**config.mk**
```make
export PLATFORM = sky130hd
export DESIGN_NAME = sincos_phase_seq
export DESIGN_NICKNAME = d
export VERILOG_FILES = /design/src/rtl/sincos_phase_seq.sv
export SDC_FILE = /design/constraint.sdc
export NUM_CORES = 1
export LEC_CHECK = 0
export BUFFER_PORTS_ARGS = -buffer_cell sky130_fd_sc_hd__buf_2
export CORE_UTILIZATION = 50
export DETAILED_ROUTE_END_ITERATION = 6
export PLACE_DENSITY_LB_ADDON = 0.08
export SYNTH_ARGS = -nofsm -noshare
export SYNTH_HDL_FRONTEND = slang
export SYNTH_SLANG_ARGS = --single-unit
```
**constraint.sdc**
```tcl
create_clock -name clk -period 5.88 [get_ports clk]
set_input_delay 0.294 -clock clk [delete_from_list [all_inputs] [get_ports clk]]
set_output_delay 0.294 -clock clk [all_outputs]
set_load 0.02 [all_outputs]
```
**src/rtl/sincos_phase_seq.sv**
```systemverilog
// Phase sequencer around a 16-iteration CORDIC sin/cos core: folds the phase into +/-90 deg,
// launches the core, restores quadrant sign. Optional angle dither via `CORDIC_DITHER_EN.
module sincos_phase_seq #(
    parameter int unsigned CORDIC_LAT = 18,
    parameter int unsigned PHASE_MOD  = 92160
) (
    input  logic        clk,
    input  logic        rst,
    input  logic        en,
    input  logic [23:0] step,
    output logic [23:0] cordic_angle,
    output logic        cordic_start,
    input  logic [23:0] cordic_cos,
    input  logic [23:0] cordic_sin,
    output logic [23:0] cos_out,
    output logic [23:0] sin_out,
    output logic [23:0] phase_out,
    output logic        out_valid,
    input  logic        out_ready
);

    localparam int unsigned CntW     = $clog2(CORDIC_LAT) + 1;
    localparam logic [23:0] Mod      = 24'(PHASE_MOD);
    localparam logic [23:0] Quarter  = 24'(PHASE_MOD / 4);
    localparam logic [23:0] Half     = 24'(PHASE_MOD / 2);
    localparam logic [23:0] ThreeQtr = 24'(3 * PHASE_MOD / 4);
    localparam logic [CntW-1:0] CntLast = CntW'(CORDIC_LAT - 1);

    typedef enum logic [1:0] {StIdle, StLaunch, StWait, StHold} state_e;

    state_e         state_q, state_d;
    logic [23:0]    p_q, p_d;
    logic [23:0]    angle_q, angle_d;
    logic           neg_q, neg_d;
    logic [CntW-1:0] cnt_q, cnt_d;
    logic [23:0]    cos_q, cos_d;
    logic [23:0]    sin_q, sin_d;
    logic [23:0]    phase_q, phase_d;

    logic [23:0]    fold_angle;
    logic           fold_neg;
    logic [23:0]    angle_src;
    logic [23:0]    step_clamped;
    logic [23:0]    p_sum;
    logic [23:0]    p_next;
    logic [23:0]    cos_fixed;
    logic           cnt_last;

    always_comb begin
        fold_angle = p_q;
        fold_neg   = 1'b0;
        if (p_q <= Quarter) begin
            fold_angle = p_q;
        end else if (p_q < ThreeQtr) begin
            fold_angle = Half - p_q;
            fold_neg   = 1'b1;
        end else begin
            fold_angle = p_q - Mod;
        end
    end

`ifdef CORDIC_DITHER_EN
    logic [15:0] lfsr_q, lfsr_d;
    logic        lfsr_fb;
    logic [23:0] dith_sum;

    // Fibonacci taps 16,14,13,11 in right-shift form.
    assign lfsr_fb = lfsr_q[0] ^ lfsr_q[2] ^ lfsr_q[3] ^ lfsr_q[5];

    always_comb begin
        lfsr_d = lfsr_q;
        if (state_q == StLaunch) begin
            lfsr_d = {lfsr_fb, lfsr_q[15:1]};
        end
    end

    always_comb begin
        dith_sum  = fold_angle + {23'd0, lfsr_q[0]};
        angle_src = dith_sum;
        if ($signed(dith_sum) > $signed(Quarter)) begin
            angle_src = Quarter;
        end else if ($signed(dith_sum) < -$signed(Quarter)) begin
            angle_src = 24'd0 - Quarter;
        end
    end

    always_ff @(posedge clk) begin
        if (rst) begin
            lfsr_q <= 16'hACE1;
        end else begin
            lfsr_q <= lfsr_d;
        end
    end
`else
    assign angle_src = fold_angle;
`endif

    // Both operands stay below PHASE_MOD, so one conditional subtract wraps the sum.
    assign step_clamped = (step >= Mod) ? (Mod - 24'd1) : step;
    assign p_sum        = p_q + step_clamped;
    assign p_next       = (p_sum >= Mod) ? (p_sum - Mod) : p_sum;
    assign cos_fixed    = (cordic_cos == 24'h800000) ? 24'h7FFFFF : (24'd0 - cordic_cos);
    assign cnt_last     = (cnt_q == CntLast);

    always_comb begin
        state_d = state_q;
        unique case (state_q)
            StIdle:   if (en) state_d = StLaunch;
            StLaunch: state_d = StWait;
            StWait:   if (cnt_last) state_d = StHold;
            StHold:   if (out_ready) state_d = StIdle;
            default:  state_d = StIdle;
        endcase
    end

    always_comb begin
        p_d     = p_q;
        angle_d = angle_q;
        neg_d   = neg_q;
        cnt_d   = cnt_q;
        cos_d   = cos_q;
        sin_d   = sin_q;
        phase_d = phase_q;
        unique case (state_q)
            StIdle: begin
                if (en) begin
                    angle_d = angle_src;
                    neg_d   = fold_neg;
                end
            end
            StLaunch: cnt_d = '0;
            StWait: begin
                cnt_d = cnt_q + 1'b1;
                if (cnt_last) begin
                    sin_d   = cordic_sin;
                    cos_d   = neg_q ? cos_fixed : cordic_cos;
                    phase_d = p_q;
                    p_d     = p_next;
                end
            end
            default: ;
        endcase
    end

    always_comb begin
        cordic_start = (state_q == StLaunch);
        out_valid    = (state_q == StHold);
    end

    always_ff @(posedge clk) begin
        if (rst) begin
            state_q <= StIdle;
            p_q     <= '0;
            angle_q <= '0;
            neg_q   <= 1'b0;
            cnt_q   <= '0;
            cos_q   <= '0;
            sin_q   <= '0;
            phase_q <= '0;
        end else begin
            state_q <= state_d;
            p_q     <= p_d;
            angle_q <= angle_d;
            neg_q   <= neg_d;
            cnt_q   <= cnt_d;
            cos_q   <= cos_d;
            sin_q   <= sin_d;
            phase_q <= phase_d;
        end
    end

    assign cordic_angle = angle_q;
    assign cos_out      = cos_q;
    assign sin_out      = sin_q;
    assign phase_out    = phase_q;

endmodule

```
* Yosys cells after proc, flatten, opt, wreduce, memory -nomap -nowiden
Index checks and enable logic that the tools add are counted.
** Word-level totals
- Register bits after elaboration :: 129
- Latch bits :: 0
- Memory bits (writable) :: 0
- ROM bits :: 0
- Input port bits :: 76
- Output and inout bits :: 98
- Word-level logic and storage cells :: 44
- Memories kept :: 0
** Operators by class
- Add/subtract/negate cells :: 6
- Multipliers :: 0
- Div/mod/pow operators :: 0
- Magnitude comparators :: 4
- Equality and inequality tests :: 8
- Shifts and indexed selects :: 0
- Mux-type cells :: 13
- Bitwise gates (word level) :: 0
- Reductions and logical operators :: 5
** Operators with widths (number)
- 24-bit two-way mux :: 6
- 24-bit by 17-bit >= comparator with 1-bit output (second input constant) :: 2
- 24-bit by 17-bit subtractor with 24-bit output (second input constant) :: 2
- 24-bit adder :: 1
- 24-bit equality test (second input constant) :: 1
- 24-bit by 15-bit less-or-equal comparator with 1-bit output (second input constant) :: 1
- 24-bit by 17-bit < comparator with 1-bit output (second input constant) :: 1
- 1-bit by 24-bit subtractor with 24-bit output (first input constant) :: 1
- 16-bit by 24-bit subtractor with 24-bit output (first input constant) :: 1
- 6-bit one-hot mux with 2 select lines :: 1
- 2-bit one-hot mux with 4 select lines :: 1
- 6-bit by 1-bit adder with 6-bit output (second input constant) :: 1
- 6-bit by 5-bit equality test with 1-bit output (second input constant) :: 1
- 2-bit two-way mux :: 3
- 2-bit equality test (second input constant) :: 2
- 2-bit != test (second input constant) :: 2
- 2-bit AND reduction :: 2
- 3-bit AND reduction :: 1
- 2-bit by 1-bit equality test with 1-bit output (second input constant) :: 1
- 2-bit zero test :: 1
- 1-bit two-way mux :: 2
- 2-bit by 1-bit != test with 1-bit output (second input constant) :: 1
- 2-bit nonzero test :: 1

* Logic depth before layout (Yosys ltp)
- Depth after elaboration :: 5
- Mapped depth :: 17
- Mapped depth without buffers :: 16

* Least setup slack after synthesis
OpenSTA, ideal clock, no wires.
- Kind :: in2reg
- Start :: input port step[20]
- End :: register p_q[18]
- Arrival :: 3881 ps
- Path slack :: 1867 ps
- Stages :: 16
- Path buffers :: 1
- Cells stage by stage :: nor4_1 nand2_1 a21o_1 or2_2 ha_1 fa_1 a211oi_2 o21ai_1 a22o_1 o211ai_1 a211oi_2 a2111oi_4 nand4_2 buf_6 a221oi_1 nor3_1
** Between the ends
- Cells in the longest elaborated chain, start to end :: 5
** RTL lines
- start, declared :: RTL line 10 : input logic [23:0] step,
- 24-bit by 17-bit >= comparator with 1-bit output :: RTL line 99 : assign step_clamped = (step >= Mod) ? (Mod - 24'd1) : step;
- 24-bit two-way mux * :: RTL line 99
- 24-bit adder * :: RTL line 100 : assign p_sum = p_q + step_clamped;
- 24-bit by 17-bit subtractor with 24-bit output / 24-bit by 17-bit >= comparator with 1-bit output (equally long branches) :: RTL line 101 : assign p_next = (p_sum >= Mod) ? (p_sum - Mod) : p_sum;
- 24-bit two-way mux * :: RTL line 101
- end signal, assigned :: RTL line 162 : p_q <= p_d;
- end, declared :: RTL line 32 : logic [23:0] p_q, p_d;
Every way passes the cells marked *; elsewhere a longest branch is shown, timed or not.
A chain may end at the register's enable or synchronous reset.

* Final worst setup path
- Start :: input port step[20]
- End :: register p_q[12]
The elaborated chain is that of the path after synthesis.

==> results.cfg <==
[sta]
worst_hold_slack_ns = 0.1122
hold_viol = 0
fin_ws_ns = 1.496
period_needed_ns = 4.384
period_share_pct = 74.56
setup_viol = 0
drv_slew = 0
fin_skew_ns = 0.009614
finalSetupTns_ns = 0
tightest_slew_ns = 1.050
rsz0062_at_grt = false
timing.max_slew.rel_slack_pct = 30.00
max_freq_mhz = 228.1

[logic_synthesis]
synth_top_flop_cell = dfxtp_1
ys_seq_area_share_pct = 33.99
ys_types = 65
avgSynthCellArea_um2 = 7.637
yosys.area_share.adder_pct = 6.027
synth_cells = 995
yosys_warnings = 0
synth_xor_area_share_pct = 7.130
yosys.area_share.simple_pct = 23.17
ys_top_cells_by_area = dfxtp_1, nand2_1, a21oi_1, ha_1, a211oi_1
synthArstFlopShare_pct = 0
yosys_register_bits = 129
yosys.area.top_type = dfxtp_1
muxShareOfSynthArea_pct = 1.021
synthMostInstantiatedCell = nand2_1
syn_area_mm2 = 0.007599
synth_top_family_by_area = compound AO/OA/AOI/OAI gates
synth_edf_count = 0
synth_commonest_cells = nand2_1, dfxtp_1, a21oi_1
yosysTopAreaCellShare_pct = 33.99
synth_compound_area_share_pct = 24.14

[routing]
drt_first_pass_iters = 7
final_antenna_net_count = 0
wl_per_cell_um = 14.54
vias = 7350
viasPerCell = 5.518
routed_wl_mm = 19.37
drc = 14
drtIter0Drc = 493

[worst_hold_path]
min_path_cells = 3
whs_endpoint = sin_out[21]
hp-start = cordic_sin[21]
hp-class = input pin to flop

[setup_path]
crit_fanout = 15
r2r_cells = 11
endpoint_kind = flop
worstSetupStartpointType = input pin
r2r-end = p_q[12]
criticalPathCategory = input pin to flop
rr_startpoint = p_q[0]
crit_required_ns = 6.21
rrSetupSlack_ns = 2.00
cp.arrival_ns = 4.72

[global_routing]
grt_usage_pct = 25.15
grt_pass1_wl_mm = 32.41
antenna_found_initial = 0
grt_overflow_total = 0
grt_start_max_net_pins = 100
first_global_vias = 6556

[layout]
final_util_pct = 61.81
drive_gt1_share_pct = 21.52
fin_cells = 1332
fillerInstances = 1423
antenna_cells = 0
fin_area_mm2 = 0.009085
nets = 1247
area_delta_synth_final_pct = 19.56

[placed_design]
dp.cells = 1300
placed_area_mm2 = 0.008508
dpl_worst_slack_ns = 1.085
routabilityCongestion = 0.8842
port_buffers = 173
post-dp-hpwl_mm = 13.87

[status]
violations = design-rule violations
status = finished, violations left

[clock_network]
cts-root-buf = clkbuf_16
cts_setup_buffers = 0
cts_tree = built
htreeDepth = 4
clockBufferDepth = 2
clkTransAtPathRegs_ns = 0.06
hold_buffers = 0
clock-sinks = 129
cts_buffers = 17
cts_resized = 0
clock_latency_ns = 0.42

[floorplan]
io_pins = 174
num_rows = 44
core_mm2 = 0.01470
fp.dieH_um = 125.3
dieArea_mm2 = 0.01569
start_util_pct = 51.69
fp.dieW_um = 125.3

[power_and_ir_drop]
seq_power_share_pct = 40.9
clkPwrFrac_pct = 43.2
power_mw = 2.335
intPower_mw = 1.679
ir_drop_mv = 0.2443
p_leak_nw = 3.721
combPwrFrac_pct = 15.9
pwr_density_cell_mw_per_mm2 = 257.0
swShare_pct = 28.08
power.switching_mw = 0.6555

[run]
max_cap_violations = 0
[cell families (layout without fill, tap and decap cells)]
group,Yosys count,in the layout
compound gates,277,277
xor+xnor,61,61
fa+ha+maj,36,36
buf+inv,86,234
flops,129,129
mux,7,7
other cells,1,6
simple gates,398,398
[power groups by stage]
stage          combinational [mW]  sequential, mW  clock (mW)
4_1_cts                     0.375           0.955        1.03
3_3_place_gp                0.372           0.973           0
6_report                    0.371           0.954        1.01
3_5_place_dp                0.374           0.973           0
5_1_grt                     0.413           0.960        1.07
2_1_floorplan               0.207            1.02           0
[per-layer routing]
metal  vias up  share of wire [%]  global-route usage [%]
li1       3785                  -                       -
met1      3347                 50                   36.93
met2       202                 43                   37.82
met3        16                5.4                   4.450
met4         0               0.93                   6.385
met5         -                  0                       0
[layout make-up]
type                    count  area, um2  area share [%]
inverters                  24      90.09          0.9916
flip-flops and latches    129       2582           28.43
repair buffers            178      905.9           9.971
multi-input cells         785       4700           51.73
clock inverters            11      106.4           1.171
well taps                 184      230.2           2.534
clock buffers              21      470.5           5.178
[how the worst max path moves through the flow]
stage	startpoint	endpoint	slack (ns)	depth (start not counted)
after floorplan	step[20]	p_q[18]	1.87	16
after global placement	step[20]	p_q[12]	1.17	16
after detailed placement	step[20]	p_q[12]	1.09	16
after CTS	step[20]	p_q[12]	1.49	16
after global routing	step[20]	p_q[13]	1.05	16
final	step[20]	p_q[12]	1.50	16
[registers in the layout (all words and copies together), names as in the netlist]
| register | flops |
|---|---|
| phase_out | 24 |
| cos_out | 24 |
| cordic_angle | 24 |
| p_q | 24 |
| state_q | 2 |
| cnt_q | 6 |
| sin_out | 24 |
| neg_q | 1 |
[cell usage in the layout (no fill, tap or decap), types with 4 or more instances in the layout]
master / netlist / routed
nand2_1: 186 / 185
buf_2: 5 / 172
dfxtp_1: 129 / 129
a21oi_1: 99 / 99
nor2_1: 98 / 98
a211oi_1: 53 / 53
ha_1: 35 / 35
o21ai_0: 33 / 33
xor2_1: 33 / 33
xnor2_1: 27 / 27
inv_1: 24 / 24
or2_2: 21 / 21
nor3_1: 20 / 20
clkbuf_16: 0 / 17
nand3_1: 16 / 16
or3_1: 12 / 12
o211ai_1: 9 / 9
a21o_1: 9 / 9
nand4_1: 8 / 8
o21a_1: 8 / 8
nor4_1: 7 / 7
o31ai_1: 7 / 7
or4_1: 7 / 7
conb_1: 1 / 6
buf_4: 1 / 6
and2_1: 6 / 5
nand2b_1: 5 / 5
o21ai_1: 5 / 5
a21boi_0: 5 / 5
a22oi_1: 5 / 5
a311oi_1: 5 / 5
a221oi_1: 5 / 5
mux2i_1: 4 / 4
o41ai_1: 4 / 4
a31oi_1: 4 / 4
clkinv_4: 0 / 4
[worst max-delay path, cell delays in order]
cell	delay, ns
buf_2	0.10
nor4_1	0.25
nand2_1	0.10
a21o_1	0.29
or2_2	0.32
ha_1	0.22
fa_1	0.44
a211oi_2	0.24
o21ai_1	0.18
a22o_1	0.30
o211ai_1	0.40
a211oi_2	0.13
a2111oi_4	0.46
nand4_2	0.37
mux2_4	0.41
a211oi_2	0.20
Note: power is estimated with default switching activity, not from simulation.
